File: config.mk
export PLATFORM = sky130hd
export DESIGN_NAME = trace_sequencer
export DESIGN_NICKNAME = d
export VERILOG_FILES = /design/src/rtl/trace_seq_pkg.sv /design/src/rtl/trace_sequencer_chk.sv /design/src/rtl/trace_shreg.sv /design/src/rtl/trace_sequencer.sv
export SDC_FILE = /design/constraint.sdc
export NUM_CORES = 1
export LEC_CHECK = 0
export CAP_MARGIN = 20
export CORE_MARGIN = 2
export CORE_UTILIZATION = 30
export CTS_BUF_LIST = sky130_fd_sc_hd__clkbuf_16
export DETAILED_ROUTE_END_ITERATION = 10
export PLACE_DENSITY = 0.53
export REMOVE_ABC_BUFFERS = 1
export SLEW_MARGIN = 20
export SYNTH_ARGS = -nofsm -noshare
export SYNTH_HDL_FRONTEND = slang
export SYNTH_SLANG_ARGS = --single-unit
File: constraint.sdc
create_clock -name clk -period 2.9 [get_ports clk]
set_input_delay 0.29 -clock clk [delete_from_list [all_inputs] [get_ports clk]]
set_output_delay 0.29 -clock clk [all_outputs]
set_load 0.03 [all_outputs]
File: src/rtl/trace_seq_pkg.sv
// Shared types and defaults for the trace sequencer: FSM state encoding and default sizes.
package trace_seq_pkg;

  typedef enum logic [2:0] {
    IDLE  = 3'd0,
    RESET = 3'd1,
    SHIFT = 3'd2,
    TAIL  = 3'd3,
    DONE  = 3'd4
  } seq_state_t;

  localparam int TRACE_W_DEF = 7;
  localparam int NFSM_DEF    = 3;

endpackage

File: src/rtl/trace_sequencer_chk.sv
// Property checker for trace_sequencer: the bit counter must stay below TRACE_W while shifting.
module trace_sequencer_chk
  import trace_seq_pkg::*;
#(
  parameter int TRACE_W = 7,
  parameter int CW      = 3
) (
  input logic          clk,
  input logic          rst,
  input seq_state_t    state,
  input logic [CW-1:0] cnt
);

  cnt_in_range: assert property (@(posedge clk) disable iff (rst)
    (state == SHIFT) |-> (cnt < CW'(TRACE_W)));

endmodule

File: src/rtl/trace_shreg.sv
// Parallel-in / serial-out trace register: load a whole trace, shift right, expose bit 0.
module trace_shreg #(
  parameter int W = 7
) (
  input  logic         clk,
  input  logic         rst,
  input  logic         load,
  input  logic         shift,
  input  logic [W-1:0] din,
  output logic         bit0
);

  logic [W-1:0] sh_q;
  logic [W-1:0] sh_d;

  // Next contents: load wins over shift; zeros fill from the top.
  always_comb begin
    sh_d = sh_q;
    if (load) begin
      sh_d = din;
    end else if (shift) begin
      sh_d = sh_q >> 1;
    end else begin
      sh_d = sh_q;
    end
  end

  // Storage with synchronous clear.
  always_ff @(posedge clk) begin
    if (rst) begin
      sh_q <= '0;
    end else begin
      sh_q <= sh_d;
    end
  end

  assign bit0 = sh_q[0];

endmodule

File: src/rtl/trace_sequencer.sv
// Drives a serial trace into a bank of FSMs after resetting them and collects their
// per-bit outputs into one packed response returned over valid/ready.
module trace_sequencer
  import trace_seq_pkg::*;
#(
  parameter int TRACE_W    = TRACE_W_DEF,
  parameter int NFSM       = NFSM_DEF,
  parameter int RST_CYCLES = 1
) (
  input  logic                    clk,
  input  logic                    rst,
  input  logic [TRACE_W-1:0]      trace_data,
  input  logic                    trace_valid,
  output logic                    trace_ready,
  output logic                    fsm_rst,
  output logic                    in,
  input  logic [NFSM-1:0]         fsm_out,
  output logic [NFSM*TRACE_W-1:0] result,
  output logic                    result_valid,
  input  logic                    result_ready,
  output logic                    busy
);

  localparam int CW  = $clog2(TRACE_W + 1);
  localparam int RCW = $clog2(RST_CYCLES + 1);

  seq_state_t             state_q, state_d;
  logic [CW-1:0]          cnt_q, cnt_d;
  logic [RCW-1:0]         rcnt_q, rcnt_d;
  logic [NFSM*TRACE_W-1:0] result_q, result_d;
  logic                   fsm_rst_q, fsm_rst_d;
  logic                   in_q, in_d;
  logic                   trace_ready_q, trace_ready_d;
  logic                   result_valid_q, result_valid_d;
  logic                   busy_q, busy_d;

  logic                   load_s, shift_s, capture_s, clear_s, sh_bit0_s;
  logic [CW-1:0]          slot_s;

  trace_shreg #(.W(TRACE_W)) u_shreg (
    .clk   (clk),
    .rst   (rst),
    .load  (load_s),
    .shift (shift_s),
    .din   (trace_data),
    .bit0  (sh_bit0_s)
  );

  // Sequencing FSM. fsm_out during SHIFT cycle k reflects bit k-1, so capture lags by one slot.
  always_comb begin
    state_d   = state_q;
    cnt_d     = cnt_q;
    rcnt_d    = rcnt_q;
    load_s    = 1'b0;
    clear_s   = 1'b0;
    capture_s = 1'b0;
    slot_s    = '0;
    case (state_q)
      IDLE: begin
        if (trace_valid && trace_ready_q) begin
          load_s  = 1'b1;
          clear_s = 1'b1;
          cnt_d   = '0;
          rcnt_d  = '0;
          state_d = RESET;
        end else begin
          state_d = IDLE;
        end
      end
      RESET: begin
        if (rcnt_q == RCW'(RST_CYCLES - 1)) begin
          cnt_d   = '0;
          state_d = SHIFT;
        end else begin
          rcnt_d  = rcnt_q + RCW'(1);
        end
      end
      SHIFT: begin
        capture_s = (cnt_q != '0);
        slot_s    = cnt_q - CW'(1);
        if (cnt_q == CW'(TRACE_W - 1)) begin
          state_d = TAIL;
        end else begin
          cnt_d   = cnt_q + CW'(1);
        end
      end
      TAIL: begin
        capture_s = 1'b1;
        slot_s    = CW'(TRACE_W - 1);
        state_d   = DONE;
      end
      DONE: begin
        if (result_ready) begin
          state_d = IDLE;
        end else begin
          state_d = DONE;
        end
      end
      default: begin
        state_d = IDLE;
      end
    endcase
  end

  // Capture array: write the addressed slot, clear everything on a new accept.
  always_comb begin
    result_d = result_q;
    for (int s = 0; s < TRACE_W; s++) begin
      if (capture_s && (slot_s == CW'(s))) begin
        result_d[s*NFSM +: NFSM] = fsm_out;
      end else if (clear_s) begin
        result_d[s*NFSM +: NFSM] = '0;
      end else begin
        result_d[s*NFSM +: NFSM] = result_q[s*NFSM +: NFSM];
      end
    end
  end

  // Outputs are decoded from the next state so they line up with the state they describe.
  always_comb begin
    shift_s        = (state_d == SHIFT);
    fsm_rst_d      = (state_d == RESET);
    in_d           = shift_s ? sh_bit0_s : 1'b0;
    trace_ready_d  = (state_d == IDLE);
    result_valid_d = (state_d == DONE);
    busy_d         = (state_d != IDLE);
  end

  // State and registered outputs; reset holds the downstream FSMs in reset.
  always_ff @(posedge clk) begin
    if (rst) begin
      state_q        <= IDLE;
      cnt_q          <= '0;
      rcnt_q         <= '0;
      result_q       <= '0;
      fsm_rst_q      <= 1'b1;
      in_q           <= 1'b0;
      trace_ready_q  <= 1'b0;
      result_valid_q <= 1'b0;
      busy_q         <= 1'b0;
    end else begin
      state_q        <= state_d;
      cnt_q          <= cnt_d;
      rcnt_q         <= rcnt_d;
      result_q       <= result_d;
      fsm_rst_q      <= fsm_rst_d;
      in_q           <= in_d;
      trace_ready_q  <= trace_ready_d;
      result_valid_q <= result_valid_d;
      busy_q         <= busy_d;
    end
  end

  assign trace_ready  = trace_ready_q;
  assign fsm_rst      = fsm_rst_q;
  assign in           = in_q;
  assign result       = result_q;
  assign result_valid = result_valid_q;
  assign busy         = busy_q;

  trace_sequencer_chk #(.TRACE_W(TRACE_W), .CW(CW)) u_chk (
    .clk   (clk),
    .rst   (rst),
    .state (state_q),
    .cnt   (cnt_q)
  );

endmodule

# After elaboration in Yosys (flattened, before gate mapping)
# Cells that the tools add are included.
[classes] bitwise_logic=1 n_addsub=3 n_reduce_logical=26 mux=26 eq_ne=17
[op_table] op="3-bit 2-to-1 mux" count=14
[op_table] op="3-bit equality test (second input constant)" count=6
[op_table] op="2-bit nonzero test" count=9
[op_table] op="3-bit by 2-bit equality test with 1-bit output (second input constant)" count=5
[op_table] op="3-bit case mux with 5 select lines" count=1
[op_table] op="7-bit 2-to-1 mux" count=2
[op_table] op="3-bit by 1-bit equality test with 1-bit output (second input constant)" count=3
[op_table] op="3-bit zero test" count=3
[op_table] op="3-bit case mux with 3 select lines" count=1
[op_table] op="3-bit nonzero test" count=3
[op_table] op="1-bit logical AND" count=8
[op_table] op="2-bit inequality test (second input constant)" count=3
[op_table] op="3-bit case mux with 2 select lines" count=1
[op_table] op="1-bit 2-to-1 mux" count=5
[op_table] op="1-bit case mux with 2 select lines" count=2
[op_table] op="4-bit AND reduction" count=1
[op_table] op="3-bit by 1-bit adder with 3-bit output (second input constant)" count=1
[op_table] op="3-bit by 1-bit subtractor with 3-bit output (second input constant)" count=1
[op_table] op="2-bit AND reduction" count=1
[op_table] op="2-bit OR reduction" count=1
[op_table] op="1-bit adder (second input constant)" count=1
[op_table] op="1-bit NOT" count=1
[word_totals] in_bits=14 elab_cells=89 output_inout_bits=26 regBits=40

# Longest topological paths before layout
[logic_depth] ltp_word=6 ltp_mapped=7 mapped_depth_nobuf=6

# Modules after synthesis
# Synthesis repeated with hierarchy kept, for this count alone.
[hier_totals] cells_unflattened=173 hier_area_um2=1741.7
[modules_own_cells] mod="trace_sequencer" area_per_inst_um2=1426.4 instances=1 cells_per_inst=143 seq_area_each_um2=640.6
[modules_own_cells] mod="trace_shreg" area_per_inst_um2=315.3 instances=1 cells_per_inst=30 seq_area_each_um2=140.1

# Worst setup path after synthesis
# OpenSTA, ideal clock, no wires.
[synth_timing] path_type="flip-flop to flip-flop" start="register cnt_q[0]" end="register result_q[15], in the netlist result[15]" path_slack_ns=0.844 required_time_ns=2.828 arrival_ns=1.984 setup_ns=0.072 path_stages_with_launch=8 path_buffers=1 synth_period_minus_slack_ns=2.056 cell_sequence="dfxtp_1 > inv_1 > ha_1 > nor3b_1 > o31ai_1 > or4_1 > clkbuf_1 > mux2i_1"
[synth_via] elab_chain_len=5 elab_cells_between_ends=8 classes_between="add/sub (1); eq/ne (1); mux (3); reduce/logical (3)"
[synth_rtl] element="from (decl)" line_no="trace_sequencer.sv:28" text="logic [CW-1:0] cnt_q, cnt_d;"
[synth_rtl] element="from (signal assigned)" line_no="trace_sequencer.sv:143" text="cnt_q <= cnt_d;"
[synth_rtl] element="3-bit by 1-bit subtractor with 3-bit output" line_no="trace_sequencer.sv:80" text="slot_s = cnt_q - CW'(1);"
[synth_rtl] element="3-bit case mux with 2 select lines" line_no="trace_sequencer.sv:58" text="case (state_q)"
[synth_rtl] element="3-bit equality test" line_no="trace_sequencer.sv:109" text="if (capture_s && (slot_s == CW'(s))) begin"
[synth_rtl] element="1-bit logical AND (*)" line_no="trace_sequencer.sv:109"
[synth_rtl] element="3-bit 2-to-1 mux or 2-bit nonzero test (tied branches)"
[synth_rtl] element="to (signal assigned)" line_no="trace_sequencer.sv:145" text="result_q <= result_d;"
[synth_rtl] element="to (decl)" line_no="trace_sequencer.sv:30" text="logic [NFSM*TRACE_W-1:0] result_q, result_d;"
# Every way passes the cells marked *; elsewhere a longest branch is shown, timed or not.
# A chain may end at the register's enable or synchronous reset.

# Final worst setup path
[layout_timing] start="register cnt_q[0]" end="register result_q[5], in the netlist result[5]"
[layout_via] elab_chain_len=5 elab_cells_between_ends=8 classes_between="add/sub (1); eq/ne (1); mux (3); reduce/logical (3)"
[layout_rtl] element="3-bit by 1-bit subtractor with 3-bit output" line_no="trace_sequencer.sv:80"
[layout_rtl] element="3-bit case mux with 2 select lines" line_no="trace_sequencer.sv:58"
[layout_rtl] element="3-bit by 1-bit equality test with 1-bit output" line_no="trace_sequencer.sv:109"
[layout_rtl] element="1-bit logical AND (*)" line_no="trace_sequencer.sv:109"
[layout_rtl] element="3-bit 2-to-1 mux or 2-bit nonzero test (tied branches)"
# Marks and branches as above.

==> metrics.txt <==
status finished clean; fill count around 550; Reg2Reg Depth 6; PD cells between 500 and 600 nW/um^2; count of cell types in the netlist 35; RSZ-0062 raised after global routing false; Critical R2R Launch cnt_q[0]; Tcrit/Tclk final between 70% and 80%; CP max FO 7; post-layout util a little over two fifths; Hold Crit Class reg -> reg; CTS buffer count 5; number of max-cap violations 0; hold_buf cts 0; Area growth, synth to finish 38.4%; max-slew violations 0; number of warnings issued by yosys 0; max_slew headroom approximately three fifths; Yosys top cell by area dfxtp_1; Crit. Startpoint cnt_q[0]; Cell Count, Final, Fillers Out around 290; Starting Density 30.6%; Worst Skew approximately 6.8 ps; die area 6120 sq um; fmax approximately 470 MHz; final setup violation count 0; initial antenna violation count 0; RR Endpoint result[5]; Rows 27; setup TNS 0 ps; hold_ws 458 ps; Multi-input gate area 812 sq um; vias in the first global route 1270; Worst Path Required 3060 ps; post-CTS setup buffer count 0; post-route ant nets 0; clock root buffer clkbuf_16; Clock Latency Late Sink 280 ps; Longest Clk Path Bufs 2; Post-synth ARST share 0%; synth cell count leaders dfxtp_1 (39), nand2_1 (23), mux2i_1 (15), o21ai_0 (15), nor2_1 (9); largest net degree at the start of global routing 24; Synth Register Bits 39; Worst Slack Setup Final 750 ps; final wirelength 3.78 mm; routed vias/inst between 4 and 5; n_diodes 0; final hold vios 0; post-synth top area share between 40% and 50%; routability congestion estimate around 0.75; startpoint types register; DR DRC count 0; top-count cell post-synth dfxtp_1; I/O Buffers 39; sequential fraction of the synthesis area 47.2%; Placed Area 2130 sq um; pre-CTS WS about 760 ps; Worst IR Drop VDD 282 uV; die width ~78 um; crit path capture type register; Post-synth EDFFs 0; total power between 1 and 1.5 mW; initial DRC count 63; Leak between 0.8 and 0.9 nW; register area 781 sq um; Routed wire per std cell approximately 13 um; synthesized instance count roughly 180; Tmin final roughly 2100 ps; Synth Area per Inst approximately 9.3 sq um; first-pass GRT wire length 6.20 mm; Post-DP HPWL about 2.6 mm; I/O pin cnt 40; hold_sp result[7]; share of layout cells above drive strength 1 6.79%; Inst Count DP 285; Setup CP Type reg -> reg; CP arrival 2310 ps; largest cells by area after synthesis dfxtp_1 (47%), mux2i_1 (9.1%), nand2_1 (5.2%); worst setup path end result[5]; FF-to-FF setup slack 750 ps; core area 5410 sq um; Mapped Area roughly 1700 sq um; # nets final about 240; TritonCTS clock tree yes; global route overflow 0; CTS sink count 39; vias between 1000 and 1500; dominant synthesized flop cell dfxtp_1; Chip Height 78.3 um; Slew @ Worst Pin a little over 600 ps; Reg clk slew, reported paths approximately 60 ps; design area between 2000 and 2500 sq um; GRT Resource Usage Total between 10% and 20%; DR pass1 iterations 4; PostCTS Resize Cnt 0; H-tree depth 2
cell usage in the layout, fill, tap and decap left out, types with 3 or more instances in the layout:
cell              n
and2_1            3
nor2_1            9
clkdlybuf4s50_1  39
a311oi_1          6
clkbuf_16         5
o211ai_1          7
mux2i_1          15
dfxtp_1          39
nand2_1          23
a21oi_1           7
nand3_1           7
o21ai_0          15
buf_4             4
ha_1              4
inv_1             6
nor2b_1           4
sequential cells by signal, indices dropped and copies added (netlist names):
name	flops
busy	1
result	21
in	1
result_valid	1
state_q	3
trace_ready	1
cnt_q	3
fsm_rst	1
u_shreg.sh_q	7
critical path, stage by stage, from the launching register on:
cell and delay [ps]:
dfxtp_1 430, inv_1 140, ha_1 250, or3_1 340, a21o_1 200, or4_1 510, mux2i_1 150
metal layers:
layer	GRT usage [%]	share of wire [%]	wire length (um)
met4	5.26	1.6	59
met2	18.8	44	1680
met1	17.4	50	1900
met3	4.14	3.7	141
met5	0	0	0
cells by family after synthesis:
| kind of cell | after synthesis | share of synthesized area (%) |
|---|---|---|
| fa+ha+maj | 4 | 3.03 |
| buf+inv | 14 | 3.71 |
| mux | 15 | 9.08 |
| compound gates | 47 | 18.8 |
| simple gates | 59 | 18.2 |
| flops | 39 | 47.2 |
final cells by class:
class | instances | share of cell area, %
clock inverter | 3 | 1.69
multi-input combinational | 125 | 35.5
clock buffer | 5 | 5.46
tap | 72 | 3.93
timing repair buffer | 43 | 18.4
sequential | 39 | 34.1
inverter | 6 | 0.984
where the power goes:
part / switching, mW / leakage [nW] / internal, mW
sequential: 0.00841 / 0.316 / 0.551
clock: 0.207 / 0.0812 / 0.401
combinational: 0.0635 / 0.431 / 0.0457
total: 0.278 / 0.829 / 0.998
worst min path at each step:
stage                             to  slack [ps]  cells after the start
after global placement     result[9]         450                      2
after detailed placement   result[9]         450                      2
after floorplan                 busy         360                      1
after CTS                  result[4]         460                      2
final                      result[7]         460                      2
after global routing      result[10]         480                      2
(Power assumes the default switching activity.)
